**src/rtl/uart_word_assembler.sv**
```systemverilog
// uart_word_assembler
// Collects four UART RX bytes (MSB byte first) into one 32-bit word and
// strobes dato_ready for one cycle when the word is complete. A partial word
// is dropped (frame_error strobe) if the gap between its bytes grows too long,
// so the assembler re-aligns to word boundaries after a lost byte.
//
// state   | meaning
// WAIT_B3 | idle / waiting for byte 3 (bits 31:24), no timeout running
// WAIT_B2 | byte 3 held, waiting for byte 2 (bits 23:16)
// WAIT_B1 | bytes 3..2 held, waiting for byte 1 (bits 15:8)
// WAIT_B0 | bytes 3..1 held, waiting for byte 0 (bits 7:0)
module uart_word_assembler #(
  parameter int unsigned TIMEOUT_CYCLES = 1000000,
  parameter int unsigned TO_W           = 20
) (
  input  logic        clk,
  input  logic        reset,
  input  logic        rx_done,
  input  logic [7:0]  dato_rx,
  output logic [31:0] dato,
  output logic        dato_ready,
  output logic        frame_error,
  output logic [1:0]  byte_count
);

  typedef enum logic [3:0] {
    WAIT_B3 = 4'b0001,
    WAIT_B2 = 4'b0010,
    WAIT_B1 = 4'b0100,
    WAIT_B0 = 4'b1000
  } state_t;

  localparam logic [TO_W-1:0] TO_LAST = TO_W'(TIMEOUT_CYCLES - 1);

  state_t          r_state;
  logic [23:0]     r_shift;
  logic [TO_W-1:0] r_to_cnt;
  logic            w_timeout;

  // A byte arriving on the terminal-count cycle wins over the timeout.
  assign w_timeout = (r_state != WAIT_B3) && !rx_done && (r_to_cnt == TO_LAST);

  // Inter-byte timer: runs only while a partial word is held.
  always_ff @(posedge clk) begin
    if (reset) begin
      r_to_cnt <= '0;
    end else if (rx_done || (r_state == WAIT_B3) || w_timeout) begin
      r_to_cnt <= '0;
    end else begin
      r_to_cnt <= r_to_cnt + 1'b1;
    end
  end

  // Byte-collection FSM with registered word, strobes and byte count.
  always_ff @(posedge clk) begin
    if (reset) begin
      r_state     <= WAIT_B3;
      r_shift     <= '0;
      dato        <= '0;
      dato_ready  <= 1'b0;
      frame_error <= 1'b0;
      byte_count  <= 2'd0;
    end else begin
      dato_ready  <= 1'b0;
      frame_error <= 1'b0;
      if (w_timeout) begin
        r_state     <= WAIT_B3;
        r_shift     <= '0;
        byte_count  <= 2'd0;
        frame_error <= 1'b1;
      end else if (rx_done) begin
        case (r_state)
          WAIT_B3: begin
            r_shift[23:16] <= dato_rx;
            r_state        <= WAIT_B2;
            byte_count     <= 2'd1;
          end
          WAIT_B2: begin
            r_shift[15:8] <= dato_rx;
            r_state       <= WAIT_B1;
            byte_count    <= 2'd2;
          end
          WAIT_B1: begin
            r_shift[7:0] <= dato_rx;
            r_state      <= WAIT_B0;
            byte_count   <= 2'd3;
          end
          WAIT_B0: begin
            dato       <= {r_shift, dato_rx};
            dato_ready <= 1'b1;
            r_state    <= WAIT_B3;
            byte_count <= 2'd0;
          end
          default: begin
            r_state    <= WAIT_B3;
            r_shift    <= '0;
            byte_count <= 2'd0;
          end
        endcase
      end
    end
  end

endmodule

```
**config.mk**
```make
export PLATFORM = sky130hd
export DESIGN_NAME = uart_word_assembler
export DESIGN_NICKNAME = d
export VERILOG_FILES = /design/src/rtl/uart_word_assembler.sv
export SDC_FILE = /design/constraint.sdc
export NUM_CORES = 1
export LEC_CHECK = 0
export CAP_MARGIN = 10
export CORE_ASPECT_RATIO = 1.1
export CORE_MARGIN = 5
export CORE_UTILIZATION = 40
export CTS_CLUSTER_DIAMETER = 120
export DETAILED_ROUTE_END_ITERATION = 16
export SYNTH_ARGS = -nofsm -noshare
export SYNTH_HDL_FRONTEND = slang
export SYNTH_SLANG_ARGS = --single-unit
```
**constraint.sdc**
```tcl
create_clock -name clk -period 1.8 [get_ports clk]
set_input_delay 0.36 -clock clk [delete_from_list [all_inputs] [get_ports clk]]
set_output_delay 0.36 -clock clk [all_outputs]
set_load 0.03 [all_outputs]
```
# Yosys cells after proc, flatten, opt, wreduce, memory -nomap -nowiden
# Cells that the tools add are included.
# Widths: inputs -> output; s select.
totals:
  ff_bits: 84
  in_bits: 11
classes:
  bitwise: 5
  eq_ne: 6
  add_sub_neg: 1
  mux: 7
  n_reduce_logical: 15
op_table:
  columns: ["operator", "count"]
  rows:
  - ["$pmux 8 s2", 3]
  - ["$add 20x1->20 const B", 1]
  - ["$eq 20x20->1 const B", 1]
  - ["$pmux 4 s3", 1]
  - ["$reduce_or 3->1", 4]
  - ["$pmux 2 s3", 1]
  - ["$reduce_and 2->1", 3]
  - ["$not 1->1", 5]
  - ["$eq 4x1->1 const B", 1]
  - ["$eq 4x2->1 const B", 1]
  - ["$eq 4x3->1 const B", 1]
  - ["$eq 4x4->1 const B", 1]
  - ["$ne 4x1->1 const B", 1]
  - ["$reduce_or 2->1", 2]
  - ["$reduce_and 3->1", 1]
  - ["$logic_and 1x1->1", 2]
  - ["$logic_or 1x1->1", 2]
  - ["$mux 1", 2]
  - ["$logic_not 1->1", 1]

# Logic depth before layout (Yosys ltp)
logic_depth:
  depth_word: 5
  depth_mapped: 7
  mapped_depth_nobuf: 5

# Worst setup path after synthesis
# OpenSTA, ideal clock, no wires.
synth_path:
  kind: "flip-flop to flip-flop"
  from: "register r_state[1]"
  to: "register dato[0]"
  t_arrival_ps: 1671
  period_less_slack_ps: 1803
  slack_ps: -3
  required_ps: 1668
  setup_time_ps: 132
  n_path_buf: 3
  path_stages_with_launch: 8
  cell_sequence: "dfxtp_1 > buf_2 > or3b_1 > or3b_1 > clkbuf_1 > clkbuf_1 > nand2_1 > a21oi_1"
synth_via:
  elab_chain_len: 5
  word_cells_on_any_way: 6
  classes_between: "eq/ne (2); bitwise (1); reduce/logical (3)"
synth_lines:
  columns: ["element", "line", "text"]
  rows:
  - ["start: declaration", "35", "state_t r_state;"]
  - ["start signal: assignment", "57", "r_state <= WAIT_B3;"]
  - ["start signal: assignment", "67", "r_state <= WAIT_B3;"]
  - ["start signal: assignment", "75", "r_state <= WAIT_B2;"]
  - ["$ne 4x1->1", "41", "assign w_timeout = (r_state != WAIT_B3) && !rx_done && (r_to_cnt == TO_LAST);"]
  - ["$logic_and 1x1->1 (2 in a row)", "41", null]
  - ["$not 1->1 (no source line)", null, null]
  - ["$reduce_and 3->1 (no source line) (*)", null, null]
  - ["end signal: assignment", "89", "dato <= {r_shift, dato_rx};"]
  - ["end: declaration", "20", "output logic [31:0] dato,"]
# Every way passes the cells marked *; elsewhere a longest branch is shown, timed or not.
# A chain may end at the register's enable or synchronous reset.

# Worst setup path in the final report
layout_path:
  from: "register dato[8]"
  to: "output dato[8]"
# No word-level cell between the ends.

==> run metrics <==
status complete, no violations; Post-synth EDFFs 0; period utilization 0.967; leak pwr 1.53 nW; Pwr per Cell Area 803 mW/mm²; nets 460; Cells after Synth 379; RR Endpoint r_to_cnt[18]; FMAX 575 MHz; final std cells w/o fill 561; DR WL met2 3690 µm; clock sinks 84; critical-path cell list clkdlybuf4s50_1; Die X 95.8 µm; max_cap viols 0; CP Capture Type output port; most frequent cells in the layout 79 x nand2_1, 77 x dfxtp_1, 48 x a21oi_1, 42 x clkdlybuf4s50_1, 41 x nor2_1; largest net degree at the start of global routing 34; Hold Path Sink r_to_cnt[0]; Cell Area, Synth 0.00324 mm²; H-tree depth 3; critical path class reg2out; antenna cells 0; Max transition margin 0.700; Worst Hold Class reg2reg; clock buffer depth 2; reg2reg path depth 5; antenna violations before repair 0; Slowest cell on crit path clkdlybuf4s50_1; WP data arrival 1380 ps; top-area cell type share of the netlist area 0.520; CTS clk-pin slew, worst paths 90 ps; worst-margin pin slew 449 ps; initial DRC count 108; Mapped Nets 391; number of CTS-inserted buffers 9; Fin Setup TNS 0 ps; CTS Hold Bufs 0; Synth-to-Final Area Change 34.6%; hold path depth 1; Starting Density 0.409; asr flop ratio synth 0; row count 34; met1 wire length 3460 µm; CTS tree built; FF-to-FF Start r_to_cnt[0]; min setup slack post-route 60.3 ps; Die Height 104 µm; Critical Path Start Type flip-flop; Min-Delay Startpoint r_to_cnt[0]; core area 0.00791 mm²; detailed placement HPWL 5370 µm; DR vias 2846; remaining antenna violation count 0; Routability Congestion 0.815; Hold WS 450 ps; Yosys top cell by area dfxtp_1; gr usage total 0.162; DR top layer met4; #FFs+latches synth 84; layout cells sized above 1 0.172; Final setup viols 0; Crit path max-delay family buffers and inverters; Post-synth top flop dfxtp_1; first-pass GRT wire length 12800 µm; worst-path fanout max 2; slowest stage delay, CP 670 ps; CTS root buf clkbuf_8; final WL 7680 µm; distinct cell type count after synthesis 42; Wirelength per Cell 13.7 µm; grt ovf 0; Worst Skew 13.2 ps; Worst EP required 1440 ps; CP bufs+invs 1; vias per inst 5.07; Final Hold Fails 0; dpl ws -320 ps; most common cell after layout, fill and taps aside nand2_1; Avg Inst Size Synth 8.54 µm²; warnings from Yosys 0; number of global-route vias before repair 2704; min Tclk post-route 1740 ps; DRC viols 0; Clock Latency Late Sink 360 ps; num ports 47; drt pass-1 iters 4; RSZ-0062 raised after global routing yes; Die Area 0.00999 mm²; maximum VDD drop 0.369 mV; top cells by area, synth dfxtp_1 52%, nand2_1 9.2%, a21oi_1 7.7%; sequential fraction of the synthesis area 0.520; Reg2Reg Setup Slack 70 ps; dpl cells 541; DR WL met3 413 µm; Max Transition Viols Final 0; I/O Buffers 46
-- flip-flops by register name (all words and copies together) (netlist names) --
| signal | count |
|---|---|
| byte_count | 2 |
| dato | 32 |
| dato_ready | 1 |
| frame_error | 1 |
| r_shift | 24 |
| r_state | 4 |
| r_to_cnt | 20 |
-- logic make-up (layout without fill, tap and decap cells) --
| family | count (synthesis) | after routing | share of synthesized area |
|---|---|---|---|
| AND/OR/NAND/NOR | 168 | 168 | 0.246 |
| flip-flops | 84 | 84 | 0.520 |
| XOR/XNOR | 14 | 14 | 0.0379 |
| buffers and inverters | 29 | 103 | 0.0367 |
| adder cells (fa/ha/maj) | 1 | 1 | 0.00387 |
| multiplexers | 3 | 3 | 0.00967 |
| AO/OA/AOI/OAI | 80 | 80 | 0.147 |
-- area by class of cell --
cell class,instances,area [µm²]
fillers,768,3560
flip-flops and latches,84,1690
multi-input cells,266,1530
repair buffers,81,777
well taps,108,135
clock buffers,9,124
clock inverters,7,75.1
inverters,6,22.5
-- worst max path at each step --
stage                startpoint  depth (start not counted)            to
finish                  dato[8]                          1       dato[8]
global route        r_to_cnt[4]                          5  r_to_cnt[18]
CTS                 r_to_cnt[0]                          6  r_to_cnt[18]
detailed placement      rx_done                          7      dato[26]
global placement        rx_done                          6      dato[22]
floorplan            r_state[1]                          7       dato[0]
-- repair_timing --
item / CTS / global route
setup endpoints to repair: 19 / 85
setup buffers: 0 / 2
gates resized for setup: 5 / 28
cloned: 0 / 2
pin swaps: 0 / 2
-- synthesized netlist by cell type (2+ instances only) --
cell type and n:
dfxtp_1 84, nand2_1 79, a21oi_1 50, nor2_1 41, a22oi_1 16, nand3_1 14, clkbuf_1 13, xnor2_1 12
buf_2 8, inv_1 6, nor4_1 5, or3_1 4, or4_1 4, o21ai_0 3, o31ai_1 3, or3b_1 3
buf_1 2, mux2i_1 2, nand4_1 2, nor3_1 2, nor4b_1 2, o311ai_1 2, or2_1 2, xor2_1 2
-- per-layer routing --
layer | GRT usage | vias up
met1 | 0.212 | 1339
met5 | 0 | -
li1 | - | 1441
met4 | 0.0732 | 0
met3 | 0.0311 | 10
met2 | 0.255 | 56
-- per-stage QoR --
step	cell area, µm²	total power, mW	util
after global placement	4000	2.16	0.505
after global routing	4350	3.66	0.550
after floorplan	3240	2.07	-
after CTS	4220	3.51	0.534
after detailed placement	4000	2.17	0.505
final	4350	3.49	0.550
-- report_power, final --
| part | leakage [nW] | total (mW) | internal (mW) | switching (mW) |
|---|---|---|---|---|
| clock | 0.104 | 1.35 | 0.651 | 0.697 |
| combinational | 0.741 | 0.246 | 0.109 | 0.137 |
| sequential | 0.682 | 1.90 | 1.88 | 0.0217 |
| total | 1.53 | 3.49 | 2.64 | 0.856 |
Power figures use the tool's default switching activity.
